`src/rtl/core_pkg.sv`:
```
// Shared definitions for the program-flow core: opcodes, stage numbering and
// reset values of the architectural registers.
package core_pkg;

    localparam logic [12:0] PC_RESET = 13'h0100;
    localparam logic [4:0]  NP_RESET = 5'h01;
    localparam logic [7:0]  SP_RESET = 8'h44;

    localparam logic [11:0] OPC_CALL  = 12'h400;
    localparam logic [11:0] MASK_CALL = 12'hF00;
    localparam logic [11:0] OPC_CALZ  = 12'h500;
    localparam logic [11:0] MASK_CALZ = 12'hF00;
    localparam logic [11:0] OPC_JP    = 12'h000;
    localparam logic [11:0] MASK_JP   = 12'hF00;
    localparam logic [11:0] OPC_RET   = 12'hFDF;
    localparam logic [11:0] MASK_RET  = 12'hFFF;
    localparam logic [11:0] OPC_PSET  = 12'hE40;
    localparam logic [11:0] MASK_PSET = 12'hFE0;
    localparam logic [11:0] OPC_NOP5  = 12'hFFB;
    localparam logic [11:0] MASK_NOP5 = 12'hFFF;

    typedef enum logic [2:0] {
        OP_NOP5,
        OP_JP,
        OP_CALL,
        OP_CALZ,
        OP_RET,
        OP_PSET
    } op_e;

    localparam int STAGE_W = 3;
    typedef logic [STAGE_W-1:0] stage_t;
    localparam stage_t STAGE_OPCODE = 3'd0;
    localparam stage_t LAST_SHORT   = 3'd4;
    localparam stage_t LAST_LONG    = 3'd6;

    // Anything outside the subset falls through to NOP5.
    function automatic op_e decode_op(input logic [11:0] w);
        op_e op;
        if ((w & MASK_RET) == OPC_RET)        op = OP_RET;
        else if ((w & MASK_NOP5) == OPC_NOP5) op = OP_NOP5;
        else if ((w & MASK_PSET) == OPC_PSET) op = OP_PSET;
        else if ((w & MASK_CALL) == OPC_CALL) op = OP_CALL;
        else if ((w & MASK_CALZ) == OPC_CALZ) op = OP_CALZ;
        else if ((w & MASK_JP) == OPC_JP)     op = OP_JP;
        else                                  op = OP_NOP5;
        return op;
    endfunction

endpackage

```
`src/rtl/core_regs.sv`:
```
// Architectural register file: PC, NP and SP with load enables, plus the
// A/B/X/Y data registers that the program-flow subset never writes.
module core_regs
    import core_pkg::*;
(
    input  logic        clk,
    input  logic        reset,
    input  logic        pc_we,
    input  logic [12:0] pc_wdata,
    input  logic        np_we,
    input  logic [4:0]  np_wdata,
    input  logic        sp_we,
    input  logic [7:0]  sp_wdata,
    output logic [12:0] pc,
    output logic [4:0]  np,
    output logic [7:0]  sp
);

    logic [12:0] pc_q, pc_d;
    logic [4:0]  np_q, np_d;
    logic [7:0]  sp_q, sp_d;
    logic [3:0]  a_q, a_d, b_q, b_d;
    logic [11:0] x_q, x_d, y_q, y_d;

    always_comb begin
        pc_d = pc_we ? pc_wdata : pc_q;
        np_d = np_we ? np_wdata : np_q;
        sp_d = sp_we ? sp_wdata : sp_q;
        a_d  = a_q;
        b_d  = b_q;
        x_d  = x_q;
        y_d  = y_q;
    end

    always_ff @(posedge clk) begin
        if (reset) begin
            pc_q <= PC_RESET;
            np_q <= NP_RESET;
            sp_q <= SP_RESET;
            a_q  <= 4'h0;
            b_q  <= 4'h0;
            x_q  <= 12'h000;
            y_q  <= 12'h000;
        end else begin
            pc_q <= pc_d;
            np_q <= np_d;
            sp_q <= sp_d;
            a_q  <= a_d;
            b_q  <= b_d;
            x_q  <= x_d;
            y_q  <= y_d;
        end
    end

    assign pc = pc_q;
    assign np = np_q;
    assign sp = sp_q;

    // Data registers stay at reset until data-path instructions are added.
    logic unused_regs;
    assign unused_regs = ^{a_q, b_q, x_q, y_q};

endmodule

```
`src/rtl/core.sv`:
```
// Program-flow execution engine: a stage counter sequences CALL/CALZ/RET over
// seven cycles and JP/PSET/NOP5 over five, driving ROM and RAM buses.
module core
    import core_pkg::*;
(
    input  logic        clk,
    input  logic        reset,
    output logic [12:0] rom_addr,
    input  logic [11:0] rom_data,
    output logic [11:0] ram_addr,
    output logic [3:0]  ram_wdata,
    output logic        ram_we,
    input  logic [3:0]  ram_rdata,
    output logic        fetch,
    output logic        instr_done,
    output logic [12:0] pc,
    output logic [4:0]  np,
    output logic [7:0]  sp
);

    stage_t      stage_q, stage_d, last_stage;
    op_e         op_q, op_d, op_cur;
    logic [7:0]  imm_q, imm_d, imm_cur;
    logic [3:0]  pcsl_q, pcsl_d, pcsh_q, pcsh_d, pcp_q, pcp_d;
    logic [11:0] ram_addr_q, ram_addr_d;
    logic [3:0]  ram_wdata_q, ram_wdata_d;
    logic        ram_we_q, ram_we_d;
    logic        fetch_q, fetch_d;
    logic        done_q, done_d;
    logic        is_long;
    logic [11:0] ret_addr;
    logic        pc_we, np_we, sp_we;
    logic [12:0] pc_wdata;
    logic [4:0]  np_wdata;
    logic [7:0]  sp_wdata;

    core_regs u_regs (
        .clk      (clk),
        .reset    (reset),
        .pc_we    (pc_we),
        .pc_wdata (pc_wdata),
        .np_we    (np_we),
        .np_wdata (np_wdata),
        .sp_we    (sp_we),
        .sp_wdata (sp_wdata),
        .pc       (pc),
        .np       (np),
        .sp       (sp)
    );

    // Outputs are registered, so each action is keyed on the stage being entered.
    always_comb begin
        op_cur      = (stage_q == STAGE_OPCODE) ? decode_op(rom_data) : op_q;
        imm_cur     = (stage_q == STAGE_OPCODE) ? rom_data[7:0] : imm_q;
        is_long     = (op_cur == OP_CALL) || (op_cur == OP_CALZ) || (op_cur == OP_RET);
        last_stage  = is_long ? LAST_LONG : LAST_SHORT;
        stage_d     = (stage_q == last_stage) ? STAGE_OPCODE : stage_t'(stage_q + 3'd1);
        op_d        = op_cur;
        imm_d       = imm_cur;
        ret_addr    = pc[11:0] + 12'd1;
        ram_addr_d  = ram_addr_q;
        ram_wdata_d = 4'h0;
        ram_we_d    = 1'b0;
        fetch_d     = 1'b0;
        done_d      = 1'b0;
        pc_we       = 1'b0;
        pc_wdata    = pc;
        np_we       = 1'b0;
        np_wdata    = np;
        sp_we       = 1'b0;
        sp_wdata    = sp;
        pcsl_d      = pcsl_q;
        pcsh_d      = pcsh_q;
        pcp_d       = pcp_q;

        if (is_long) begin
            case (stage_d)
                3'd1, 3'd2, 3'd3: begin
                    if (op_cur == OP_RET) begin
                        ram_addr_d = {4'h0, sp + 8'(stage_d) - 8'd1};
                    end else begin
                        ram_we_d   = 1'b1;
                        ram_addr_d = {4'h0, sp - 8'(stage_d)};
                        case (stage_d)
                            3'd1:    ram_wdata_d = ret_addr[11:8];
                            3'd2:    ram_wdata_d = ret_addr[7:4];
                            default: ram_wdata_d = ret_addr[3:0];
                        endcase
                    end
                end
                3'd4: begin
                    sp_we    = 1'b1;
                    sp_wdata = (op_cur == OP_RET) ? sp + 8'd3 : sp - 8'd3;
                end
                3'd5: begin
                    pc_we   = 1'b1;
                    fetch_d = 1'b1;
                    case (op_cur)
                        OP_CALL: pc_wdata = {pc[12], np[3:0], imm_cur};
                        OP_CALZ: pc_wdata = {pc[12], 4'h0, imm_cur};
                        default: pc_wdata = {pc[12], pcp_q, pcsh_q, pcsl_q};
                    endcase
                end
                3'd6: begin
                    np_we    = 1'b1;
                    np_wdata = {pc[12], pc[11:8]};
                    done_d   = 1'b1;
                end
                default: ;
            endcase

            if (op_cur == OP_RET) begin
                case (stage_q)
                    3'd1:    pcsl_d = ram_rdata;
                    3'd2:    pcsh_d = ram_rdata;
                    3'd3:    pcp_d  = ram_rdata;
                    default: ;
                endcase
            end
        end else begin
            case (stage_d)
                3'd3: begin
                    pc_we    = 1'b1;
                    fetch_d  = 1'b1;
                    pc_wdata = (op_cur == OP_JP) ? {pc[12], np[3:0], imm_cur}
                                                 : {pc[12], ret_addr};
                    np_we    = 1'b1;
                    // PSET's page pointer survives only into the next instruction.
                    np_wdata = (op_cur == OP_PSET) ? imm_cur[4:0]
                                                   : {pc_wdata[12], pc_wdata[11:8]};
                end
                3'd4:    done_d = 1'b1;
                default: ;
            endcase
        end
    end

    always_ff @(posedge clk) begin
        if (reset) begin
            stage_q     <= STAGE_OPCODE;
            op_q        <= OP_NOP5;
            imm_q       <= 8'h00;
            pcsl_q      <= 4'h0;
            pcsh_q      <= 4'h0;
            pcp_q       <= 4'h0;
            ram_addr_q  <= 12'h000;
            ram_wdata_q <= 4'h0;
            ram_we_q    <= 1'b0;
            fetch_q     <= 1'b0;
            done_q      <= 1'b0;
        end else begin
            stage_q     <= stage_d;
            op_q        <= op_d;
            imm_q       <= imm_d;
            pcsl_q      <= pcsl_d;
            pcsh_q      <= pcsh_d;
            pcp_q       <= pcp_d;
            ram_addr_q  <= ram_addr_d;
            ram_wdata_q <= ram_wdata_d;
            ram_we_q    <= ram_we_d;
            fetch_q     <= fetch_d;
            done_q      <= done_d;
        end
    end

    assign rom_addr   = pc;
    assign ram_addr   = ram_addr_q;
    assign ram_wdata  = ram_wdata_q;
    assign ram_we     = ram_we_q;
    assign fetch      = fetch_q;
    assign instr_done = done_q;

endmodule

```
`config.mk`:
```
export PLATFORM = sky130hd
export DESIGN_NAME = core
export DESIGN_NICKNAME = d
export VERILOG_FILES = /design/src/rtl/core_pkg.sv /design/src/rtl/core_regs.sv /design/src/rtl/core.sv
export SDC_FILE = /design/constraint.sdc
export NUM_CORES = 1
export LEC_CHECK = 0
export CAP_MARGIN = 40
export CORE_UTILIZATION = 45
export CTS_BUF_LIST = sky130_fd_sc_hd__clkbuf_8
export CTS_CLUSTER_SIZE = 16
export DETAILED_ROUTE_END_ITERATION = 8
export PLACE_DENSITY = 0.82
export REMOVE_ABC_BUFFERS = 1
export SLEW_MARGIN = 10
export SYNTH_ARGS = -nofsm -noshare
export SYNTH_HDL_FRONTEND = slang
export SYNTH_SLANG_ARGS = --single-unit
```
`constraint.sdc`:
```
create_clock -name clk -period 4.21 [get_ports clk]
set_input_delay 0.842 -clock clk [delete_from_list [all_inputs] [get_ports clk]]
set_output_delay 0.842 -clock clk [all_outputs]
set_load 0.01 [all_outputs]
```
# Word level (Yosys, flattened, before mapping)
# Cells that the tools add are included.
[totals] ff_bits=71 input_bits=18
[op_classes] addsub=7 eq_ne=22 muxes=31 bitwise=2 n_reduce_logical=16
[ops] operator="2-to-1 mux 13 bit" n=2
[ops] operator="== test 12 bit, second input constant" n=2
[ops] operator="2-to-1 mux 12 bit" n=2
[ops] operator="2-to-1 mux 8 bit" n=3
[ops] operator="case mux 12 bit (2 select lines)" n=1
[ops] operator="AND reduction 3 bit" n=7
[ops] operator="2-to-1 mux 5 bit" n=4
[ops] operator="== test 3 x 2 -> 1 bit, second input constant" n=6
[ops] operator="== test 3 bit, second input constant" n=5
[ops] operator="2-to-1 mux 3 bit" n=5
[ops] operator="adder 12 x 1 -> 12 bit, second input constant" n=1
[ops] operator="logical NOT 12 bit" n=1
[ops] operator="2-to-1 mux 1 bit" n=10
[ops] operator="== test 3 x 1 -> 1 bit, second input constant" n=3
[ops] operator="adder 8 x 2 -> 8 bit, second input constant" n=1
[ops] operator="adder 8 x 3 -> 8 bit" n=1
[ops] operator="== test 4 x 3 -> 1 bit, second input constant" n=2
[ops] operator="case mux 4 bit (2 select lines)" n=1
[ops] operator="subtractor 8 x 1 -> 8 bit, second input constant" n=1
[ops] operator="subtractor 8 x 2 -> 8 bit, second input constant" n=1
[ops] operator="subtractor 8 x 3 -> 8 bit" n=1
[ops] operator="== test 7 bit, second input constant" n=1
[ops] operator="2-to-1 mux 2 bit" n=3
[ops] operator="OR reduction 3 bit" n=2
[ops] operator="9 further kinds" n=12

# Depth between registers and ports, before layout
# Gate-level depths: netlist of the first run.
[depth] ltp_word=18 ltp_mapped=23 depth_no_buf=20

# Modules after synthesis
# From an unflattened synthesis of the first run, not the netlist that was laid out.
[hier_totals] hier_cells=555 hier_area_um2=4685.7
[by_module_without_submodules] mod="core" instances=1 cells_per_inst=470 area_each_um2=3743.6 seq_area_each_um2=820.8
[by_module_without_submodules] mod="core_regs" instances=1 cells_per_inst=85 area_each_um2=942.2 seq_area_each_um2=520.5

# Worst setup path after synthesis of the first run
# OpenSTA, ideal clock, no wires.
[synth_timing] path_type="register to register" startpoint="reg stage_q[0]" endpoint="reg ram_addr_q[7], in the netlist ram_addr[7]" setup_time_ps=120 arrival_time_ps=4480 required_time_ps=4090 setup_slack_ps=-389 path_stages_with_launch=23 period_less_slack_ps=4599 path_cell_list="dfxtp_1 > inv_1 > clkbuf_1 > ha_1 > nor4b_1 > a22oi_4 > and3_1 > buf_2 > a21boi_2 > xnor2_1 > nor3_2 > nand2b_1 > ha_1 > inv_1 > ha_1 > fa_1 > a21oi_1 > nor2_1 > o21ai_0 > mux2i_1 > a31oi_1 > nor3_1 > a211o_1"
[synth_between] elab_chain_cells=11
[synth_rtl] element="start: declaration" line="core.sv:21" source="stage_t stage_q, stage_d, last_stage;"
[synth_rtl] element="start signal: assignment" line="core.sv:152" source="stage_q <= stage_d;"
[synth_rtl] element="logical NOT 3 bit" line="core.sv:53" source="op_cur = (stage_q == STAGE_OPCODE) ? decode_op(rom_data) : op_q;"
[synth_rtl] element="2-to-1 mux 3 bit" line="core.sv:53"
[synth_rtl] element="== test 3 x 2 -> 1 bit" line="core.sv:55" source="is_long = (op_cur == OP_CALL) || (op_cur == OP_CALZ) || (op_cur == OP_RET);"
[synth_rtl] element="logical OR 1 bit (2 in series)" line="core.sv:55"
[synth_rtl] element="2-to-1 mux 2 bit" line="core.sv:56" source="last_stage = is_long ? LAST_LONG : LAST_SHORT;"
[synth_rtl] element="== test 3 bit" line="core.sv:57" source="stage_d = (stage_q == last_stage) ? STAGE_OPCODE : stage_t'(stage_q + 3'd1);"
[synth_rtl] element="2-to-1 mux 3 bit" line="core.sv:57"
[synth_rtl] element="adder 8 x 3 -> 8 bit (tied with other cells)" line="core.sv:80" source="ram_addr_d = {4'h0, sp + 8'(stage_d) - 8'd1};"
[synth_rtl] element="subtractor 8 x 1 -> 8 bit / OR reduction 3 bit (equally long branches)" line="core.sv:80, core.sv:77"
[synth_rtl] element="2-to-1 mux 8 bit / AND reduction 2 bit (equally long branches)"
[synth_rtl] element="end signal: assignment" line="core.sv:158" source="ram_addr_q <= ram_addr_d;"
[synth_rtl] element="end: declaration" line="core.sv:25" source="logic [11:0] ram_addr_q, ram_addr_d;"
# Parallel ways exist; a longest one is shown, timed or not.
# A chain may end at the register's enable or synchronous reset.

# Worst setup path after layout of the first run
[layout_timing] startpoint="in rom_data[6]" endpoint="reg ram_addr_q[7], in the netlist ram_addr[7]"
[layout_between] elab_chain_cells=14
[layout_rtl] element="start: declaration" line="core.sv:9" source="input logic [11:0] rom_data,"
[layout_rtl] element="== test 7 bit" line="core_pkg.sv:42" source="else if ((w & MASK_PSET) == OPC_PSET) op = OP_PSET;"
[layout_rtl] element="2-to-1 mux 3 bit" line="core_pkg.sv:42"
[layout_rtl] element="2-to-1 mux 3 bit" line="core_pkg.sv:41" source="else if ((w & MASK_NOP5) == OPC_NOP5) op = OP_NOP5;"
[layout_rtl] element="2-to-1 mux 3 bit (*)" line="core_pkg.sv:40" source="if ((w & MASK_RET) == OPC_RET) op = OP_RET;"
[layout_rtl] element="2-to-1 mux 3 bit (*)" line="core.sv:53"
[layout_rtl] element="== test 3 x 2 -> 1 bit" line="core.sv:55"
[layout_rtl] element="logical OR 1 bit (2 in series)" line="core.sv:55"
[layout_rtl] element="2-to-1 mux 2 bit" line="core.sv:56"
[layout_rtl] element="== test 3 bit" line="core.sv:57"
[layout_rtl] element="2-to-1 mux 3 bit" line="core.sv:57"
[layout_rtl] element="adder 8 x 3 -> 8 bit (tied with other cells)" line="core.sv:80"
[layout_rtl] element="subtractor 8 x 1 -> 8 bit / OR reduction 3 bit (equally long branches)" line="core.sv:80, core.sv:77"
[layout_rtl] element="2-to-1 mux 8 bit / AND reduction 2 bit (equally long branches)"
# Mark *: on every way between the ends. The rest lies on a longest branch, timed or not.

==> metrics.txt, run 1 <==
flops & latches, synth 66; post-route ant nets 0; Reg clk slew, reported paths 0.08 ns; Tmin final 4.05 ns; Core Box Area 0.00924 mm2; pre-CTS setup slack -0.597 ns; syn avg cell area 8.17 um2; die width 99.7 um; Most used DFF post-synth dfxtp_1; antenna cells 0; share of cells above drive strength 1 15.4%; Final setup viols 0; Nets 662; Iter 0 DRT Violations 529; ys async rst share 0%; routed vias 4,185; placed insts 728; Data arrival, critical path 4.29 ns; critical path fanouts, max 4; Distinct cells, synth 64; HPWL Detailed 9.12 mm; first drt pass iteration count 6; crit path launch type input pin; Hold Vio Cnt, Final 0; die area 0.00995 mm2; WL met3 894 um; CTS sink count 66; root buffer cell clkbuf_8; CP Capture Type flip-flop; Mapped Area 0.00430 mm2; most common cell after layout, fill and taps aside dfxtp_1; CTS buffer count 9; register area share after synthesis 30.7%; die height 99.7 um; Max-Cap Viols 0; clock skew 0.00720 ns; status complete, no violations; Placer Congestion 0.926; Crit Path Category in2reg; fmax 247 MHz; # rows 35; initial antenna violation count 0; PnR worst setup slack 0.162 ns; number of H-tree levels 3; Synth top area share 30.7%; clock latency at the later pin of the worst-skew pair 0.35 ns; most frequent cells in the layout 66 x dfxtp_1, 63 x nor2_1, 57 x clkdlybuf4s50_1; biggest area consumer among synthesized cells dfxtp_1; max incr delay on CP 0.56 ns; largest net degree at the start of global routing 41; Syn. warnings 0; leakage 2.32 nW; mean routed wirelength per cell 17.0 um; Synth area leaders dfxtp_1 31%, ha_1 8.1%, nor2_1 5.7%; CP max-delay cell clkdlybuf4s50_1; worst rel slew slack 54.9%; global-route wire length before repair 20.5 mm; critical-path cell list clkdlybuf4s50_1 > nand4_1 > and3_4 > a21boi_4 > xnor2_2 > nor3_4 > nand2b_4 > ha_4 > inv_1 > ha_2 > fa_2 > a21oi_2 > nor2_2 > o21ai_2 > mux2i_1 > a31oi_1 > nor3_1 > a211o_1; EDFF count, synth 0; final wirelength 12.7 mm; Syn-to-layout area delta 29.1%; port bufs 69; I/O pins 76; Tcrit/Tclk final 96.1%; WL met2 6.04 mm; power per cell area 351 mW/mm2; top routing layer used met4; fin cells 746; maximum root-to-sink buffer count 2; Peak VDD IR 0.195 mV; DR vias/cell 5.61; Slew @ Worst Pin 0.674 ns; Initial Util 46.5%; vias in the first global route 4,095; global-route usage over all layers 26.2%; CTS tree built; Final Max Tran Viols 0; DRC 0; total grt overflow 0; hold crit path type reg2reg; Worst Path Required 4.45 ns; Metal-1 WL 5.38 mm; cells after synthesis 526
where the power goes:
part	leakage (nW)	switching, mW	internal (mW)
registers	0.537	0.0653	0.673
logic	1.70	0.401	0.348
clock network	0.0806	0.254	0.206
repair_timing:
| item | 4_1_cts | 5_1_grt |
|---|---|---|
| buffers inserted | 2 | 1 |
| gates resized for setup | 13 | 26 |
| cloned | 0 | 0 |
| setup endpoints to repair | 2 | 4 |
| hold buffers | 0 | 0 |
| pin swaps | 9 | 19 |
final timing paths:
kind	startpoint	endpoint	slack, ns	depth (start not counted)
setup / recovery	rom_data[6]	ram_addr[7]$_SDFFE_PP0N_	0.16	18
hold / removal	ram_addr[4]$_SDFFE_PP0N_	ram_addr[4]$_SDFFE_PP0N_	0.47	2
setup reg to reg	stage_q[1]$_SDFF_PP0_	ram_addr[7]$_SDFFE_PP0N_	0.23	20
hold reg to reg	ram_addr[4]$_SDFFE_PP0N_	ram_addr[4]$_SDFFE_PP0N_	0.47	2
critical path: cells and delay by family:
kind / cells / cell delay (ns)
xor+xnor: 1 / 0.17
buf+inv: 2 / 0.60
compound gates: 5 / 0.94
fa+ha+maj: 3 / 0.84
mux: 1 / 0.08
simple gates: 6 / 0.81
area by class of cell:
class | instances | area, um2
clock buffer | 9 | 124
clock inverter | 6 | 35.0
fill | 803 | 3690
inverter | 27 | 101
multi-input combinational | 395 | 2770
sequential | 66 | 1320
tap | 129 | 161
timing repair buffer | 114 | 1040
flip-flops by register name, indices dropped and copies added (netlist names):
signal and count:
fetch 1, imm_q 8, instr_done 1, op_q 3, pcp_q 4, pcsh_q 4, pcsl_q 4, ram_addr 8
ram_wdata 4, ram_we 1, stage_q 3, u_regs.np 5, u_regs.pc 12, u_regs.sp 8
cells in the mapped netlist (8+ instances only):
master and count:
dfxtp_1 66, nor2_1 65, nand2_1 49, a21oi_1 33, ha_1 28, inv_1 26, mux2i_1 24, nand3_1 22
xnor2_1 20, buf_4 18, clkbuf_1 16, nor3_1 13, o211ai_1 13, a211oi_1 10, o21ai_0 10, xor2_1 9
and3_1 8, buf_2 8
routing by layer:
| layer | global-route usage [%] | vias to the layer above |
|---|---|---|
| met3 | 4.29 | 35 |
| met4 | 10.3 | 0 |
| li1 | - | 2011 |
| met1 | 33.6 | 1946 |
| met2 | 44.0 | 193 |
| met5 | 0 | - |
per-stage QoR:
stage / util [%] / hold slack, ns / setup TNS (ns) / instance area (um2) / total power, mW
2_1_floorplan: - / 0.430 / -3.27 / 4070 / 1.12
3_3_place_gp: 56.6 / 0.444 / -1.44 / 5230 / 1.43
3_5_place_dp: 56.6 / 0.452 / -1.87 / 5230 / 1.45
4_1_cts: 59.1 / 0.464 / 0 / 5460 / 1.91
5_1_grt: 60.1 / 0.478 / -0.0163 / 5550 / 2.04
6_report: 60.1 / 0.466 / 0 / 5550 / 1.95
cell families (layout without fill, tap and decap cells):
family | count (synthesis) | after routing | share of synthesized area (%)
compound gates | 113 | 113 | 18.4
xor+xnor | 29 | 29 | 5.91
simple gates | 189 | 189 | 20.8
flops | 66 | 66 | 30.7
fa+ha+maj | 31 | 31 | 9.55
other cells | 1 | 6 | 0.0872
buf+inv | 70 | 156 | 8.09
mux | 27 | 27 | 6.43
Power figures use the tool's default switching activity.
==> run 2, diff against run 1 <==
- MAX_ROUTING_LAYER: default -> met4
==> metrics.txt, run 2 (synthesized netlist as in run 1, its figures left out) <==
DRC 0; share of cells above drive strength 1 15.5%; Hold Path Depth 2; DR vias/cell 5.73; HPWL Detailed 9.10 mm; CP Capture Type flip-flop; Slew @ Worst Pin 0.611 ns; antenna cells 0; CTS sink count 66; Final setup viols 0; Syn-to-layout area delta 30.8%; status complete, no violations; root buffer cell clkbuf_8; global-route wire length before repair 20.1 mm; met3 usage 4.99%; clock latency at the later pin of the worst-skew pair 0.36 ns; Peak VDD IR 0.158 mV; worst rel slew slack 59.1%; most common cell after layout, fill and taps aside dfxtp_1; Setup TNS 0 ns; min-delay src ram_addr[4]$_SDFFE_PP0N_; Final Max Tran Viols 0; reg2reg start stage_q[1]$_SDFF_PP0_; first drt pass iteration count 5; max reg flops 12; post-route ant nets 0; CP max-delay cell clkdlybuf4s50_1; global-route usage over all layers 26.6%; CTS buffer count 9; largest net degree at the start of global routing 31; critical-path cell list clkdlybuf4s50_1 > a41oi_2 > o31ai_4 > a21boi_4 > xnor2_2 > nor3_4 > or2_4 > ha_4 > inv_1 > buf_4 > ha_1 > a21o_1 > a21oi_2 > o21bai_1 > a21oi_1 > xor2_1 > o211ai_1 > a21oi_1; met1 Track Usage GR 32.6%; mean routed wirelength per cell 17.0 um; leakage 2.34 nW; # rows 35; Finished Cell Area 0.00562 mm2; Nets 662; CTS tree built; RR Endpoint ram_addr[6]$_SDFFE_PP0N_; maximum root-to-sink buffer count 2; reg2reg path depth 20; Iter 0 DRT Violations 422; routed vias 4,277; gr busiest metal met2; vias in the first global route 4,062; total grt overflow 0; CP Buf/Inv Count 3; die width 99.7 um; die area 0.00995 mm2; hold_buf cts 0; port bufs 69; final wirelength 12.7 mm; Max-Cap Viols 0; number of H-tree levels 3; initial antenna violation count 0; crit path launch type input pin; I/O pins 76; Reg clk slew, reported paths 0.08 ns; M2 GR Usage 41.7%; max incr delay on CP 0.50 ns; Data arrival, critical path 4.33 ns; clock skew 0.00991 ns; WHS Endpoint ram_addr[4]$_SDFFE_PP0N_; fmax 247 MHz; Crit Path Category in2reg; Crit path max-delay family compound AO/OA/AOI/OAI gates; most frequent cells in the layout 66 x dfxtp_1, 63 x nor2_1, 59 x clkdlybuf4s50_1; worst reg2reg setup slack 0.20 ns; Post-DP Area 0.00523 mm2; Core Box Area 0.00924 mm2; Worst Path Required 4.49 ns; hold crit path type reg2reg; Tcrit/Tclk final 96.2%; critical path fanouts, max 4; Placer Congestion 0.918; die height 99.7 um; Hold Vio Cnt, Final 0; Tmin final 4.05 ns; Most Frequent Cell on Critical Path a21oi_1; power per cell area 374 mW/mm2; Initial Util 46.5%
-- run 2: worst register-to-register path: cells and delay by family (launching register included) --
family | cells | cell delay [ns]
DFF | 1 | 0.31
xor gates and xnor gates | 2 | 0.34
and+or+nand+nor | 4 | 0.73
adders and majority gates | 3 | 0.80
muxes | 1 | 0.38
AOI/OAI and AO/OA | 7 | 1.05
buffers and inverters | 3 | 0.34
-- run 2: how the worst max path moves through the flow --
stage                                startpoint                        to  depth (start not counted)
after CTS                           rom_data[3]  ram_addr[6]$_SDFFE_PP0N_                         19
after global placement              rom_data[7]  ram_addr[7]$_SDFFE_PP0N_                         19
final                               rom_data[0]  ram_addr[6]$_SDFFE_PP0N_                         18
after detailed placement            rom_data[9]  ram_addr[7]$_SDFFE_PP0N_                         20
after floorplan           stage_q[0]$_SDFF_PP0_  ram_addr[7]$_SDFFE_PP0N_                         19
after global routing                rom_data[0]  ram_addr[7]$_SDFFE_PP0N_                         18
-- run 2: repair_timing --
| action | 4_1_cts | 5_1_grt |
|---|---|---|
| setup buffers | 1 | 2 |
| endpoints found under the setup margin | 3 | 3 |
| resized for setup | 19 | 14 |
| pin swaps | 10 | 20 |
-- run 2: per-layer routing --
metal  up-vias  routed length (um)
li1       2014                   -
met1      2021                5370
met2       190                6000
met3        52                 849
met4         0                 442
met5         -                   0
-- run 2: where the power goes --
group / internal, mW / leakage (nW) / total [mW] / switching [mW]
combinational: 0.346 / 1.69 / 0.747 / 0.402
sequential: 0.673 / 0.537 / 0.739 / 0.0663
clock: 0.350 / 0.112 / 0.617 / 0.266
total: 1.37 / 2.34 / 2.10 / 0.734
-- run 2: layout make-up --
cell class                 count  area (um2)
inverter                      27         101
multi-input combinational    395        2770
clock buffer                  10         138
clock inverter                 6        90.1
fill                         775        3620
tap                          129         161
sequential                    66        1320
timing repair buffer         114        1040
-- run 2: stage by stage --
step / total power, mW / hold WS (ns) / util (%) / instances / worst slack, ns
finish: 2.10 / 0.458 / 60.9 / 747 / 0.160
global route: 2.20 / 0.479 / 60.9 / 747 / -0.0146
CTS: 2.09 / 0.461 / 60.2 / 745 / 0.0248
detailed placement: 1.45 / 0.450 / 56.6 / 728 / -0.699
global placement: 1.43 / 0.445 / 56.6 / 728 / -0.535
floorplan: 1.12 / 0.430 / - / 488 / -0.919
